**config.mk**
```make
export PLATFORM = sky130hd
export DESIGN_NAME = rr_onehot_arbiter
export DESIGN_NICKNAME = d
export VERILOG_FILES = /design/src/rtl/arb_pkg.sv /design/src/rtl/ptr_regn.sv /design/src/rtl/regn.sv /design/src/rtl/rr_pick.sv /design/src/rtl/rr_onehot_arbiter.sv
export SDC_FILE = /design/constraint.sdc
export NUM_CORES = 1
export LEC_CHECK = 0
export ABC_AREA = 1
export CAP_MARGIN = 15
export CELL_PAD_IN_SITES_DETAIL_PLACEMENT = 1
export CELL_PAD_IN_SITES_GLOBAL_PLACEMENT = 1
export CORE_ASPECT_RATIO = 0.9
export CORE_MARGIN = 1.5
export CORE_UTILIZATION = 35
export CTS_CLUSTER_DIAMETER = 30
export DETAILED_ROUTE_END_ITERATION = 12
export PLACE_DENSITY_LB_ADDON = 0.1
export RECOVER_POWER = 25
export SYNTH_ARGS = -nofsm -noshare
export SYNTH_HDL_FRONTEND = slang
export SYNTH_SLANG_ARGS = --single-unit
```
**constraint.sdc**
```tcl
create_clock -name clk -period 3.05 [get_ports clk]
set_clock_uncertainty 0.05 [all_clocks]
set_input_delay 0.915 -clock clk [delete_from_list [all_inputs] [get_ports clk]]
set_output_delay 0.915 -clock clk [all_outputs]
set_load 0.005 [all_outputs]
```
**src/rtl/arb_pkg.sv**
```systemverilog
// arb_pkg: shared state encoding and one-hot helpers for the arbiters
package arb_pkg;

    typedef enum logic {IDLE = 1'b0, OWN = 1'b1} state_t;

    localparam int MAXN = 16;

    function automatic logic [3:0] onehot2bin(input logic [MAXN-1:0] v);
        logic [3:0] b = '0;
        for (int i = 0; i < MAXN; i++)
            if (v[4'(i)]) b |= 4'(i);
        return b;
    endfunction

    function automatic logic [MAXN-1:0] rotl1(input logic [MAXN-1:0] v, input int n);
        logic [MAXN-1:0] r = '0;
        for (int i = 0; i < MAXN; i++)
            if (i < n) r[4'(i)] = v[4'((i + n - 1) % n)];
        return r;
    endfunction

endpackage

```
**src/rtl/ptr_regn.sv**
```systemverilog
// ptr_regn: one-hot priority pointer register, clears to bit0, loads on en
module ptr_regn #(
    parameter int N = 4
) (
    input  logic         clk,
    input  logic         clr,
    input  logic         en,
    input  logic [N-1:0] d,
    output logic [N-1:0] q
);

    // pointer only moves when a grant ends
    always_ff @(posedge clk or negedge clr)
        if (!clr)   q <= N'(1);
        else if (en) q <= d;

endmodule

```
**src/rtl/regn.sv**
```systemverilog
// regn: plain W-bit register with asynchronous active-low clear to RV
module regn #(
    parameter int           W  = 1,
    parameter logic [W-1:0] RV = '0
) (
    input  logic         clk,
    input  logic         clr,
    input  logic [W-1:0] d,
    output logic [W-1:0] q
);

    // load every cycle, clear immediately on clr low
    always_ff @(posedge clk or negedge clr)
        if (!clr) q <= RV;
        else      q <= d;

endmodule

```
**src/rtl/rr_pick.sv**
```systemverilog
// rr_pick: first set bit of req searching from one-hot ptr upward, wrapping
module rr_pick #(
    parameter int N = 4
) (
    input  logic [N-1:0] req,
    input  logic [N-1:0] ptr,
    output logic [N-1:0] win
);

    logic [2*N-1:0] dbl, first;

    // upper half is the wrapped copy; lower half keeps only bits at or above ptr
    always_comb begin
        dbl   = {req, req & ~(ptr - N'(1))};
        first = dbl & ~(dbl - (2*N)'(1));
        win   = first[N-1:0] | first[2*N-1:N];
    end

endmodule

```
**src/rtl/rr_onehot_arbiter.sv**
```systemverilog
// rr_onehot_arbiter: round-robin one-hot arbiter with release, drop and hold-limit revoke
module rr_onehot_arbiter
    import arb_pkg::*;
#(
    parameter int N        = 4,
    parameter int HOLD_MAX = 8,
    parameter int CW       = 4,
    localparam int IW      = (N > 1) ? $clog2(N) : 1
) (
    input  logic          clk,
    input  logic          clr,
    input  logic [N-1:0]  req,
    input  logic [N-1:0]  rel,
    output logic [N-1:0]  gnt,
    output logic [IW-1:0] gnt_idx,
    output logic          busy,
    output logic          expired
);

    state_t        state, state_n;
    logic          state_q;
    logic [N-1:0]  gnt_n, ptr, ptr_n, cand, pick_ptr, win;
    logic [CW-1:0] cnt, cnt_n;
    logic          expired_n, rel_own, drop, tmo, done;

    assign state = state_t'(state_q);

    regn #(.W(1))  u_state   (.clk(clk), .clr(clr), .d(1'(state_n)), .q(state_q));
    regn #(.W(N))  u_gnt     (.clk(clk), .clr(clr), .d(gnt_n),       .q(gnt));
    regn #(.W(CW)) u_cnt     (.clk(clk), .clr(clr), .d(cnt_n),       .q(cnt));
    regn #(.W(1))  u_expired (.clk(clk), .clr(clr), .d(expired_n),   .q(expired));

    ptr_regn #(.N(N)) u_ptr (.clk(clk), .clr(clr), .en(done), .d(ptr_n), .q(ptr));

    rr_pick #(.N(N)) u_pick (.req(cand), .ptr(pick_ptr), .win(win));

    // end-of-grant detection; the owner is excluded from the re-arbitration it triggers
    always_comb begin
        rel_own  = |(rel & gnt);
        drop     = ~|(req & gnt);
        tmo      = (HOLD_MAX != 0) && (cnt == CW'(HOLD_MAX - 1));
        done     = (state == OWN) && (rel_own || drop || tmo);
        ptr_n    = N'(rotl1(MAXN'(gnt), N));
        cand     = (state == OWN) ? (req & ~gnt) : req;
        pick_ptr = done ? ptr_n : ptr;
    end

    // next grant, state and hold counter; a release wins over a coincident timeout
    always_comb begin
        state_n   = state;
        gnt_n     = gnt;
        cnt_n     = (cnt == '1) ? cnt : cnt + 1'b1;
        expired_n = 1'b0;
        if (state == IDLE) begin
            gnt_n   = win;
            cnt_n   = '0;
            state_n = |req ? OWN : IDLE;
        end else if (done) begin
            gnt_n     = win;
            cnt_n     = '0;
            state_n   = |cand ? OWN : IDLE;
            expired_n = tmo && !rel_own;
        end
    end

    assign gnt_idx = IW'(onehot2bin(MAXN'(gnt)));
    assign busy    = |gnt;

endmodule

```
After elaboration in Yosys (flattened, before gate mapping)

Index checks and enable logic that the tools add are counted.

Bits in registers: 14
Latch bits: 0
Bits in writable memories: 0
Memory bits (read-only): 0
Output and inout port bits: 8
Logic and storage cells: 48
Memories: 0

$add $sub $neg: 3
$mul: 0
Div/mod/pow operators: 0
Order comparisons: 0
Equality and inequality tests: 4
Shift operators: 0
Muxes and demuxes: 16
Bitwise logic cells: 9
Reduce and logical (&&, ||, !) cells: 11

Operators by type and width:

| operator                                                            | number |
|---|---|
| 4-bit 2-to-1 mux                                                    | 7 |
| 4-bit OR reduction                                                  | 5 |
| 4-bit bitwise AND                                                   | 4 |
| 8-bit bitwise AND                                                   | 1 |
| 4-bit NOT                                                           | 2 |
| 8-bit NOT                                                           | 1 |
| 8-bit by 1-bit subtractor with 8-bit output (second input constant) | 1 |
| 1-bit 2-to-1 mux                                                    | 7 |
| 4-bit by 1-bit adder with 4-bit output (second input constant)      | 1 |
| 4-bit by 3-bit == test with 1-bit output (second input constant)    | 1 |
| 4-bit == test (second input constant)                               | 1 |
| 2-bit 2-to-1 mux                                                    | 2 |
| 4-bit OR                                                            | 1 |
| 4-bit by 1-bit subtractor with 4-bit output (second input constant) | 1 |
| 3-bit != test (second input constant)                               | 1 |
| 1-bit logical AND                                                   | 2 |
| 1-bit zero test                                                     | 2 |
| 1-bit logical OR                                                    | 2 |
| 2-bit != test (second input constant)                               | 1 |

Depth between registers and ports, before layout

Gate-level depths: netlist (run 1).

Word-level depth: 16
Mapped depth: 19
Mapped depth without buffers: 19

Modules after synthesis

A second synthesis (run 1) with hierarchy kept.

Cell total of the unflattened synthesis: 148
Area, all modules: 1062.3 µm²

By module, submodules not included:

| module               | times used | cells each | area each (µm²) |
|---|---|---|---|
| rr_onehot_arbiter    | 1          | 89         | 494.2 |
| regn (u_cnt ...)     | 2          | 4          | 100.1 |
| rr_pick              | 1          | 32         | 167.7 |
| ptr_regn             | 1          | 17         | 150.1 |
| regn (u_expired ...) | 2          | 1          | 25.0 |

Least setup slack after synthesis (run 1)

Ideal clock, no wire load.

Kind: input -> register
From: input rel[1]
To: register u_gnt.q[0]
Setup time: 0.066 ns
Arrival: 2.414 ns
Data required time: 2.934 ns
Path slack: 0.520 ns
Stages on the path: 18
Path buffers: 0
Cells stage by stage: nand2_1 > nand2_1 > nor2_2 > nand3_4 > nand2_4 > nand2_2 > o21ai_4 > inv_4 > ha_1 > nand2_1 > inv_1 > a21oi_1 > nand2_1 > inv_1 > nand2_1 > nand2_1 > nand2_1 > nand2_1

Longest elaborated chain between the ends: 15

Ends and longest elaborated chain:

| item                                          | line                    | source |
|---|---|---|
| start, declared                               | rr_onehot_arbiter.sv:13 | `input logic [N-1:0] rel,` |
| 4-bit bitwise AND *                           | rr_onehot_arbiter.sv:39 | `rel_own = \|(rel & gnt);` |
| 4-bit OR reduction *                          | rr_onehot_arbiter.sv:39 |  |
| 1-bit logical OR * (2 in series)              | rr_onehot_arbiter.sv:42 | `done = (state == OWN) && (rel_own \|\| drop \|\| tmo);` |
| 1-bit logical AND *                           | rr_onehot_arbiter.sv:42 |  |
| 4-bit 2-to-1 mux *                            | rr_onehot_arbiter.sv:45 | `pick_ptr = done ? ptr_n : ptr;` |
| net pick_ptr[0]                               | rr_onehot_arbiter.sv:22 | `logic [N-1:0] gnt_n, ptr, ptr_n, cand, pick_ptr, win;` |
| 4-bit by 1-bit subtractor with 4-bit output * | rr_pick.sv:14           | `dbl = {req, req & ~(ptr - N'(1))};` |
| 4-bit NOT *                                   | rr_pick.sv:14           |  |
| 4-bit bitwise AND *                           | rr_pick.sv:14           |  |
| 8-bit by 1-bit subtractor with 8-bit output   | rr_pick.sv:15           | `first = dbl & ~(dbl - (2*N)'(1));` |
| 8-bit NOT                                     | rr_pick.sv:15           |  |
| 8-bit bitwise AND *                           | rr_pick.sv:15           |  |
| 4-bit OR *                                    | rr_pick.sv:16           | `win = first[N-1:0] \| first[2*N-1:N];` |
| 4-bit 2-to-1 mux                              | rr_onehot_arbiter.sv:58 | `end else if (done) begin` |
| 4-bit 2-to-1 mux *                            | rr_onehot_arbiter.sv:54 | `if (state == IDLE) begin` |
| end signal, assigned                          | regn.sv:14              | `if (!clr) q <= RV;` |
| end signal, assigned                          | regn.sv:15              | `else q <= d;` |
| end, declared                                 | regn.sv:9               | `output logic [W-1:0] q` |

The timed path passes the listed nets; every way through them passes the cells marked *. The select of a mux whose other input is x is not followed.
A chain may end at the register's enable or synchronous reset.

Worst setup path in the final report (run 1)

From: input req[2]
To: register u_gnt.q[0]

Longest elaborated chain between the ends: 16

Ends and longest elaborated chain:

| item                                          | line                    | source |
|---|---|---|
| start, declared                               | rr_onehot_arbiter.sv:12 | `input logic [N-1:0] req,` |
| 4-bit bitwise AND *                           | rr_onehot_arbiter.sv:40 | `drop = ~\|(req & gnt);` |
| 4-bit OR reduction *                          | rr_onehot_arbiter.sv:40 |  |
| 1-bit zero test *                             | rr_onehot_arbiter.sv:40 |  |
| 1-bit logical OR * (2 in series)              | rr_onehot_arbiter.sv:42 |  |
| 1-bit logical AND *                           | rr_onehot_arbiter.sv:42 |  |
| 4-bit 2-to-1 mux *                            | rr_onehot_arbiter.sv:45 |  |
| net pick_ptr[0]                               | rr_onehot_arbiter.sv:22 |  |
| 4-bit by 1-bit subtractor with 4-bit output * | rr_pick.sv:14           |  |
| 4-bit NOT *                                   | rr_pick.sv:14           |  |
| 4-bit bitwise AND *                           | rr_pick.sv:14           |  |
| 8-bit by 1-bit subtractor with 8-bit output   | rr_pick.sv:15           |  |
| 8-bit NOT                                     | rr_pick.sv:15           |  |
| 8-bit bitwise AND *                           | rr_pick.sv:15           |  |
| 4-bit OR *                                    | rr_pick.sv:16           |  |
| 4-bit 2-to-1 mux                              | rr_onehot_arbiter.sv:58 |  |
| 4-bit 2-to-1 mux *                            | rr_onehot_arbiter.sv:54 |  |

Marks and branches as above.

==> results of run 1 <==
synthesized netlist by cell type (2+ instances only):
library cell and instances:
sky130_fd_sc_hd__inv_1 25, sky130_fd_sc_hd__nor2_2 2, sky130_fd_sc_hd__dfrtp_1 13, sky130_fd_sc_hd__o21ai_0 2
sky130_fd_sc_hd__nand2_1 43, sky130_fd_sc_hd__nor4_1 2, sky130_fd_sc_hd__nor3_1 2, sky130_fd_sc_hd__a21oi_1 9
sky130_fd_sc_hd__nand3_2 2, sky130_fd_sc_hd__nand2_2 6, sky130_fd_sc_hd__nand3_1 8, sky130_fd_sc_hd__ha_1 2
sky130_fd_sc_hd__nor2_1 10
layer usage:
layer	vias to the layer above	routed length [um]	track usage, %
li1	481	-	-
met1	424	1230	25.7
met2	18	1160	33.3
met3	4	86	3.23
met4	0	46	9.30
met5	-	0	0
sequential cells by signal, indices dropped and copies added, names as in the netlist:
| register | cells |
|---|---|
| u_expired.q | 1 |
| u_gnt.q | 4 |
| u_ptr.q | 4 |
| u_state.q | 1 |
| u_cnt.q | 4 |
final cells by class:
cell class                      instances  area, um2  area share, %
Inverter                               26        100           7.97
Clock buffer                            4       36.3           2.89
Timing Repair Buffer                   28        253           20.1
Tap cell                               28       35.0           2.79
Multi-Input combinational cell         94        480           38.2
Sequential cell                        14        352           28.0
worst max-delay path: stages:
cell and delay (ns):
sky130_fd_sc_hd__clkdlybuf4s50_1 0.49, sky130_fd_sc_hd__nand2_1 0.06, sky130_fd_sc_hd__nand2_1 0.07, sky130_fd_sc_hd__inv_1 0.04
sky130_fd_sc_hd__nand2_2 0.08, sky130_fd_sc_hd__nand3_4 0.08, sky130_fd_sc_hd__nand2_4 0.11, sky130_fd_sc_hd__nand2_2 0.07
sky130_fd_sc_hd__o21ai_4 0.08, sky130_fd_sc_hd__inv_4 0.05, sky130_fd_sc_hd__ha_1 0.30, sky130_fd_sc_hd__nand2_1 0.07
sky130_fd_sc_hd__inv_1 0.05, sky130_fd_sc_hd__a21oi_1 0.16, sky130_fd_sc_hd__nand2_1 0.07, sky130_fd_sc_hd__inv_1 0.07
sky130_fd_sc_hd__nand2_1 0.05, sky130_fd_sc_hd__nand2_1 0.06, sky130_fd_sc_hd__nand2_1 0.06, sky130_fd_sc_hd__nand2_1 0.05
worst max-delay path by stage:
stage | slack (ns) | cells past startpoint | start | to
2_1_floorplan | 0.52 | 18 | rel[1] | u_gnt.q[0]
3_3_place_gp | -0.04 | 20 | req[2] | u_gnt.q[0]
3_5_place_dp | -0.04 | 20 | req[2] | u_gnt.q[0]
4_1_cts | 0.24 | 20 | req[2] | u_gnt.q[0]
5_1_grt | 0.002 | 20 | req[3] | u_gnt.q[0]
6_report | 0.24 | 20 | req[2] | u_gnt.q[0]
power by group:
group          internal, W  leakage, nW  switching (W)  total (W)
registers         0.000244        0.179      0.0000717   0.000316
logic             0.000341        0.472       0.000402   0.000744
clock network    0.0000727       0.0210      0.0000663   0.000139
total             0.000658        0.672       0.000540    0.00120
metrics by stage:
| step | util, % | power (W) | worst slack (ns) | TNS [ns] | instances |
|---|---|---|---|---|---|
| 2_1_floorplan | - | 0.000756 | 0.520 | 0 | 135 |
| 3_3_place_gp | 49.0 | 0.00104 | -0.0428 | -0.0428 | 190 |
| 3_5_place_dp | 49.0 | 0.00107 | -0.0439 | -0.0439 | 190 |
| 4_1_cts | 50.5 | 0.00122 | 0.236 | 0 | 194 |
| 5_1_grt | 50.5 | 0.00132 | 0.00242 | 0 | 194 |
| 6_report | 50.5 | 0.00120 | 0.241 | 0 | 194 |
cell families (layout without fill, tap and decap cells):
| kind of cell | count (synthesis) | in the layout | synth area share [%] |
|---|---|---|---|
| buffers and inverters | 27 | 58 | 11.2 |
| flip-flops | 14 | 14 | 37.5 |
| AO/OA/AOI/OAI | 13 | 13 | 8.55 |
| XOR/XNOR | 1 | 1 | 0.935 |
| adder cells (fa/ha/maj) | 2 | 2 | 2.67 |
| AND/OR/NAND/NOR | 78 | 78 | 39.1 |
==> results.md, run 1 <==
- The number of stages on the worst hold path is 2.
- The latest clock arrival within the worst-skew pair is 0.29 ns.
- The mean area per synthesized cell is 6.94 um2.
- The number of diodes is 0.
- The total congestion overflow is 0.
- The cell count after synthesis came out at 135.
- The clock-pin slew on the worst setup and hold paths is 0.09 ns.
- The largest fanout of any net on the critical path is 5.
- The Yosys warning count is 0.
- The post-detailed-route DRC marker count is 0.
- The arrival time reported for the critical path endpoint is 2.99 ns.
- Post-CTS timing repair inserted 0 buffers for setup.
- The worst hold path belongs to the class register to register.
- Summing every instance area after synthesis gives 937 um2.
- The maximum number of pins on one net before global-route repair is 15.
- Setup violations remaining at the end of the flow were counted as 0.
- The final wirelength is between 2000 and 3000 um.
- After filler insertion, the fill cell instance count of the layout stands at 346.
- The total iterations of the first detailed-routing run is 2.
- The dominant cell type by area after synthesis is sky130_fd_sc_hd__dfrtp_1.
- Measured against its own limit, the worst slew margin works out to 54.5%.
- The maximum vdd ir drop is ~0.53 mV.
- After the first detailed-routing iteration, the DRC count stood at 24.
- The critical path launch point type is a primary input.
- The floorplan has 17 rows.
- Port buffering added 17 buffers.
- Sorting the synthesized cells by area gives the leading types as sky130_fd_sc_hd__dfrtp_1, sky130_fd_sc_hd__nand2_1, sky130_fd_sc_hd__inv_1.
- TritonCTS built the clock tree.
- The area of the placeable core is around 0.0025 mm2.
- The startpoint of the most critical hold path is u_ptr.q[2].
- Counting flops with an async set or reset pin after synthesis yields a share of 100%.
- CTS built an H-tree with a depth of 1.
- The tool flagged a number of max-cap violations equal to 0.
- From left edge to right edge, the die measures 57.5 um.
- The growth of design area from synthesis to finish is 34.0%.
- The synthesized netlist net count is 147.
- The ratio of routed vias to standard cells is 4.78.
- No sink is reached through more buffers than the 2 on the longest clock path.
- The top-area cell type share of the netlist area is 34.7%.
- Data on the critical path is required at its endpoint by 3.23 ns.
- Once the floorplan was initialized, standard cells occupied 37.7% of the core.
- The endpoint type of the worst setup path is a register.
- In this run the cell area measured after placement is approximately 0.0012 mm2.
- The final critical-path share of the clock period is 92.1%.
- The logic depth of the worst register-to-register path is 19.
- The floorplan step defined a die boundary enclosing roughly 0.0030 mm2.
- The maximum clock rate is between 300 and 400 MHz.
- The sequential fraction of the synthesis area is a little under two fifths.
- Across all layers, the routed design uses 927 vias.
- Setup repair after global routing left no endpoint under its margin.
- The power density over cell area is between 900 and 1000 mW/mm2.
- The number of unique standard cell types used by synthesis is 22.
- With fillers left out, the area of the finished cells amounts to 0.00126 mm2.
- The cell sitting at the root of the clock tree is a sky130_fd_sc_hd__clkbuf_4.
- Hold timing on the final database bottoms out at a slack of ~0.48 ns.
- Leaving out fill and tap cells, the most frequent cell in the layout is sky130_fd_sc_hd__nand2_1.
- After detailed routing, the average wire length per cell comes to 13.0 um.
- The max-slew violation count came to 0.
- In this run, synthesis produced a sequential element count of 14.
- The total leakage power is 0.672 nW.
- The launching point of the worst reg2reg path is u_cnt.q[0].
- The worst setup path is of the primary input to register kind.
- Routability-driven placement finished with a final weighted congestion of 0.768.
- The dominant register cell in the synthesized netlist is sky130_fd_sc_hd__dfrtp_1.
- The number of enable flip-flop cells after synthesis is 0.
- The height of the die is 52.1 um.
- CTS saw 14 sinks.
- The number of top-level pins is 18.
- In the layout the commonest cells are sky130_fd_sc_hd__nand2_1, sky130_fd_sc_hd__inv_1, sky130_fd_sc_hd__clkdlybuf4s50_1.
- The first global-routing pass estimated 4470 um of wire.
- In this run the critical register-to-register path is captured at u_gnt.q[0].
- Once the clock tree was built, the resizer swapped 0 gates to a different size.
- The share of final-layout standard cells stronger than drive strength 1 is roughly a fifth.
- The number of nets in the final layout is 179.
- The number of CTS-inserted buffers is 3.
- In this run the register-to-register setup slack is between 0.7 and 0.8 ns.
- The HPWL after detailed placement is about 2000 um.
- The slew at the pin with the worst max-slew slack is 0.680 ns.
- The flow ran to the end, and the final reports show no timing, DRC or antenna violations.
- Global routing used 20.1% of the available tracks.
- The via count of the first global-routing pass is roughly 990.
- The number of nets with antenna violations after detailed routing is 0.
- The initial antenna violation count came to 0.
- The final hold violation count is 0.
- The path with the worst hold slack has its endpoint at u_ptr.q[2].
- The hold buffer count at CTS is 0.
- The post-route minimum period is between 2 and 3 ns.
Power figures use the tool's default switching activity.
==> run 2, diff against run 1 <==
--- a/config.mk
+++ b/config.mk
@@ -16,6 +16,7 @@
 export DETAILED_ROUTE_END_ITERATION = 12
 export PLACE_DENSITY_LB_ADDON = 0.1
 export RECOVER_POWER = 25
+export SKIP_LAST_GASP = 1
 export SYNTH_ARGS = -nofsm -noshare
 export SYNTH_HDL_FRONTEND = slang
 export SYNTH_SLANG_ARGS = --single-unit
==> results of run 2 <==
Final layout, timing and power as in run 1 (identical DEF).
==> run 3, diff against run 2 <==
--- a/config.mk
+++ b/config.mk
@@ -6,13 +6,12 @@
 export NUM_CORES = 1
 export LEC_CHECK = 0
 export ABC_AREA = 1
-export CAP_MARGIN = 15
 export CELL_PAD_IN_SITES_DETAIL_PLACEMENT = 1
 export CELL_PAD_IN_SITES_GLOBAL_PLACEMENT = 1
 export CORE_ASPECT_RATIO = 0.9
 export CORE_MARGIN = 1.5
 export CORE_UTILIZATION = 35
-export CTS_CLUSTER_DIAMETER = 30
+export CTS_CLUSTER_DIAMETER = 50
 export DETAILED_ROUTE_END_ITERATION = 12
 export PLACE_DENSITY_LB_ADDON = 0.1
 export RECOVER_POWER = 25
==> constraint.sdc (replaced) <==
create_clock -name clk -period 3.05 [get_ports clk]
set_clock_uncertainty 0.05 [all_clocks]
set_input_delay 0.61 -clock clk [delete_from_list [all_inputs] [get_ports clk]]
set_output_delay 0.61 -clock clk [all_outputs]
set_load 0.005 [all_outputs]
==> run 3 against run 2 <==
Compared with the run above: sequential share of layout area is 1.8 points higher; critical path depth unchanged; cell count shrank 5.2%; via count is 1.9% lower; clock power hardly changed; critical path type unchanged; largest cell class unchanged; combinational power decreased by 11%; total power down 6.9%.
==> results.md, run 3 (same netlist as run 1, synthesis figures left out) <==
- The setup slack after placement was 0.120 ns (+0.164 ns).
- The kind of critical path is primary input to register.
- The critical path data required time is 3.23 ns (about the same).
- The clock-pin slew on the worst setup and hold paths came to 0.10 ns (about the same).
- The initial antenna violation count is 0 (unchanged).
- The placed instance count is 180 (-5.3%).
- The average wire per cell in the routed design is 13.1 um (+0.97%).
- The number of top-level pins is 18 (unchanged).
- The number of nets with antenna violations after detailed routing came to 0 (unchanged).
- The latest clock arrival within the worst-skew pair came to 0.29 ns (about the same).
- The total congestion overflow is 0 (unchanged).
- The finished layout cell area is 0.00118 mm2 (-6.0%).
- The flow ran to the end, and the final reports show no timing, DRC or antenna violations.
- The total iterations of the first detailed-routing run is 4 (+2).
- The normalized max-slew margin came to 55.0% (+0.49 points).
- The starting density of the core is 37.7% (unchanged).
- The detailed-route via count is 909 (-1.9%).
- The worst setup path is launched from a primary input.
- The power density over cell area is 945 mW/mm2 (-0.97%).
- The final hold violation count is 0 (unchanged).
- The worst path setup slack after routing is 0.410 ns (+0.169 ns).
- The largest registers in the layout are u_cnt.q x4, u_gnt.q x4, u_ptr.q x4.
- The number of failing setup endpoints in the final timing report is 0 (unchanged).
- The post-detailed-route DRC marker count is 0 (unchanged).
- The layout filler cell count is 339 (-2.0%).
- The endpoint type of the worst setup path is a register.
- Leaving out fill and tap cells, the most frequent cells in the layout are sky130_fd_sc_hd__nand2_1, sky130_fd_sc_hd__inv_1, sky130_fd_sc_hd__clkdlybuf4s50_1.
- The number of CTS-inserted buffers is 3 (unchanged).
- The maximum vdd ir drop is 0.447 mV (-15%).
- The class of the tightest hold or removal check is register to register.
- The clock tree buffer depth is 2 (unchanged).
- The max-slew violation count came to 0 (unchanged).
- The worst hold slack is 0.463 ns (-0.0157 ns).
- Relative to the synthesized area, the layout overhead comes to 26.0%.
- The wire length of the first global-routing pass is 4260 um (-4.8%).
- The slew at the pin with the worst max-slew slack came to 0.673 ns (-0.00738 ns).
- The count of standard-cell rows is 17 (unchanged).
- The number of nets in the final layout is 169 (-5.6%).
- The cell area after placement is 0.00114 mm2 (-6.2%).
- The via count of the first global-routing pass is 940 (-4.9%).
- The clock tree from TritonCTS is built.
- The number of buffer cells added on primary ports was 17 (unchanged).
- The largest fanout of any net on the critical path was 6 (+1).
- The die outline width is 57.5 um (unchanged).
- The arrival time reported for the critical path endpoint is 2.82 ns (-0.17 ns).
- The post-CTS repair timing setup buffer count is 0 (unchanged).
- The number of violations of the max-capacitance limit is 0 (unchanged).
- The final cell count without fillers came to 184 (-5.2%).
- The hold buffer count at CTS is 0 (unchanged).
- The total leakage power came to 0.623 nW (-7.3%).
- The final wirelength came to 2420 um (-4.2%).
- Leaving out fill and tap cells, the most frequent cell in the layout is sky130_fd_sc_hd__nand2_1.
- The count of clock tree sinks is 14 (unchanged).
- The HPWL after detailed placement is 1940 um (-3.8%).
- The accumulated negative setup slack came to 0 ns (unchanged).
- The ratio of routed vias to standard cells is 4.94 (+3.4%).
- The height of the die came to 52.1 um (unchanged).
- The share of final-layout standard cells stronger than drive strength 1 is 13.5% (-5.2 points).
- The DRC violation total after the first TritonRoute iteration came to 18 (-25%).
- The maximum clock rate came to 379 MHz (+6.4%).
- Setup repair after global routing left no endpoint under its margin.
- The H-tree depth came to 1 (unchanged).
- The floorplan die area is 0.00300 mm2 (unchanged).
- The area of the placeable core is 0.00249 mm2 (unchanged).
- The post-route minimum period was 2.64 ns (-0.169 ns).
- The maximum number of pins on one net before global-route repair is 15 (unchanged).
- The number of diodes is 0 (unchanged).
- The aggregate global-route resource usage is 19.2% (-0.87 points).
- The quantity of gates resized following cts is 0 (unchanged).
- The final critical-path share of the clock period is 86.6% (-5.5 points).
- The cell sitting at the root of the clock tree is a sky130_fd_sc_hd__clkbuf_4.
- The final estimated routing congestion in global placement is 0.731 (-4.7%).
[run 3: routing by layer]
metal	wire length, um	global-route usage (%)
met5	0	0
met4	40	6.98
met3	116	4.98
met2	1170	33.5
met1	1090	22.8
[run 3: report_power, final]
part | total, W | leakage, nW | internal (W) | switching [W]
logic | 0.000663 | 0.423 | 0.000276 | 0.000387
clock network | 0.000139 | 0.0210 | 0.0000727 | 0.0000659
registers | 0.000314 | 0.179 | 0.000244 | 0.0000698
[run 3: worst paths after layout]
kind	startpoint	end	slack [ns]	cells past startpoint
setup / recovery	req[2]	u_gnt.q[0]	0.41	20
hold / removal	u_ptr.q[1]	u_ptr.q[1]	0.46	2
setup reg to reg	u_cnt.q[1]	u_gnt.q[0]	0.59	19
hold reg to reg	u_ptr.q[1]	u_ptr.q[1]	0.46	2
max in group asynchronous	clr	u_cnt.q[3]	1.78	1
min in group asynchronous	clr	u_state.q	0.74	1
[run 3: area by class of cell]
cell class	instances	area [um2]	share of cell area, %
flip-flops and latches	14	352	29.8
repair buffers	18	178	15.0
inverters	26	100	8.47
multi-input cells	94	480	40.7
clock buffers	4	36.3	3.07
well taps	28	35.0	2.97
[run 3: stage by stage]
step	total power [W]	utilization, %
after floorplan	0.000756	-
after global placement	0.000961	46.0
after detailed placement	0.000991	46.0
after CTS	0.00113	47.5
after global routing	0.00124	47.5
final	0.00112	47.5
[run 3: worst max-delay path, cell delays in order]
cell and delay [ns]:
sky130_fd_sc_hd__clkdlybuf4s50_1 0.51, sky130_fd_sc_hd__nand2_1 0.06, sky130_fd_sc_hd__nand2_1 0.07, sky130_fd_sc_hd__inv_1 0.04, sky130_fd_sc_hd__nand2_2 0.07, sky130_fd_sc_hd__nand3_4 0.10, sky130_fd_sc_hd__nand2_4 0.13, sky130_fd_sc_hd__nand2_2 0.08
sky130_fd_sc_hd__o21ai_4 0.10, sky130_fd_sc_hd__inv_4 0.06, sky130_fd_sc_hd__ha_1 0.31, sky130_fd_sc_hd__nand2_1 0.07, sky130_fd_sc_hd__inv_1 0.05, sky130_fd_sc_hd__a21oi_1 0.18, sky130_fd_sc_hd__nand2_1 0.07, sky130_fd_sc_hd__inv_1 0.08
sky130_fd_sc_hd__nand2_1 0.05, sky130_fd_sc_hd__nand2_1 0.06, sky130_fd_sc_hd__nand2_1 0.05, sky130_fd_sc_hd__nand2_1 0.05
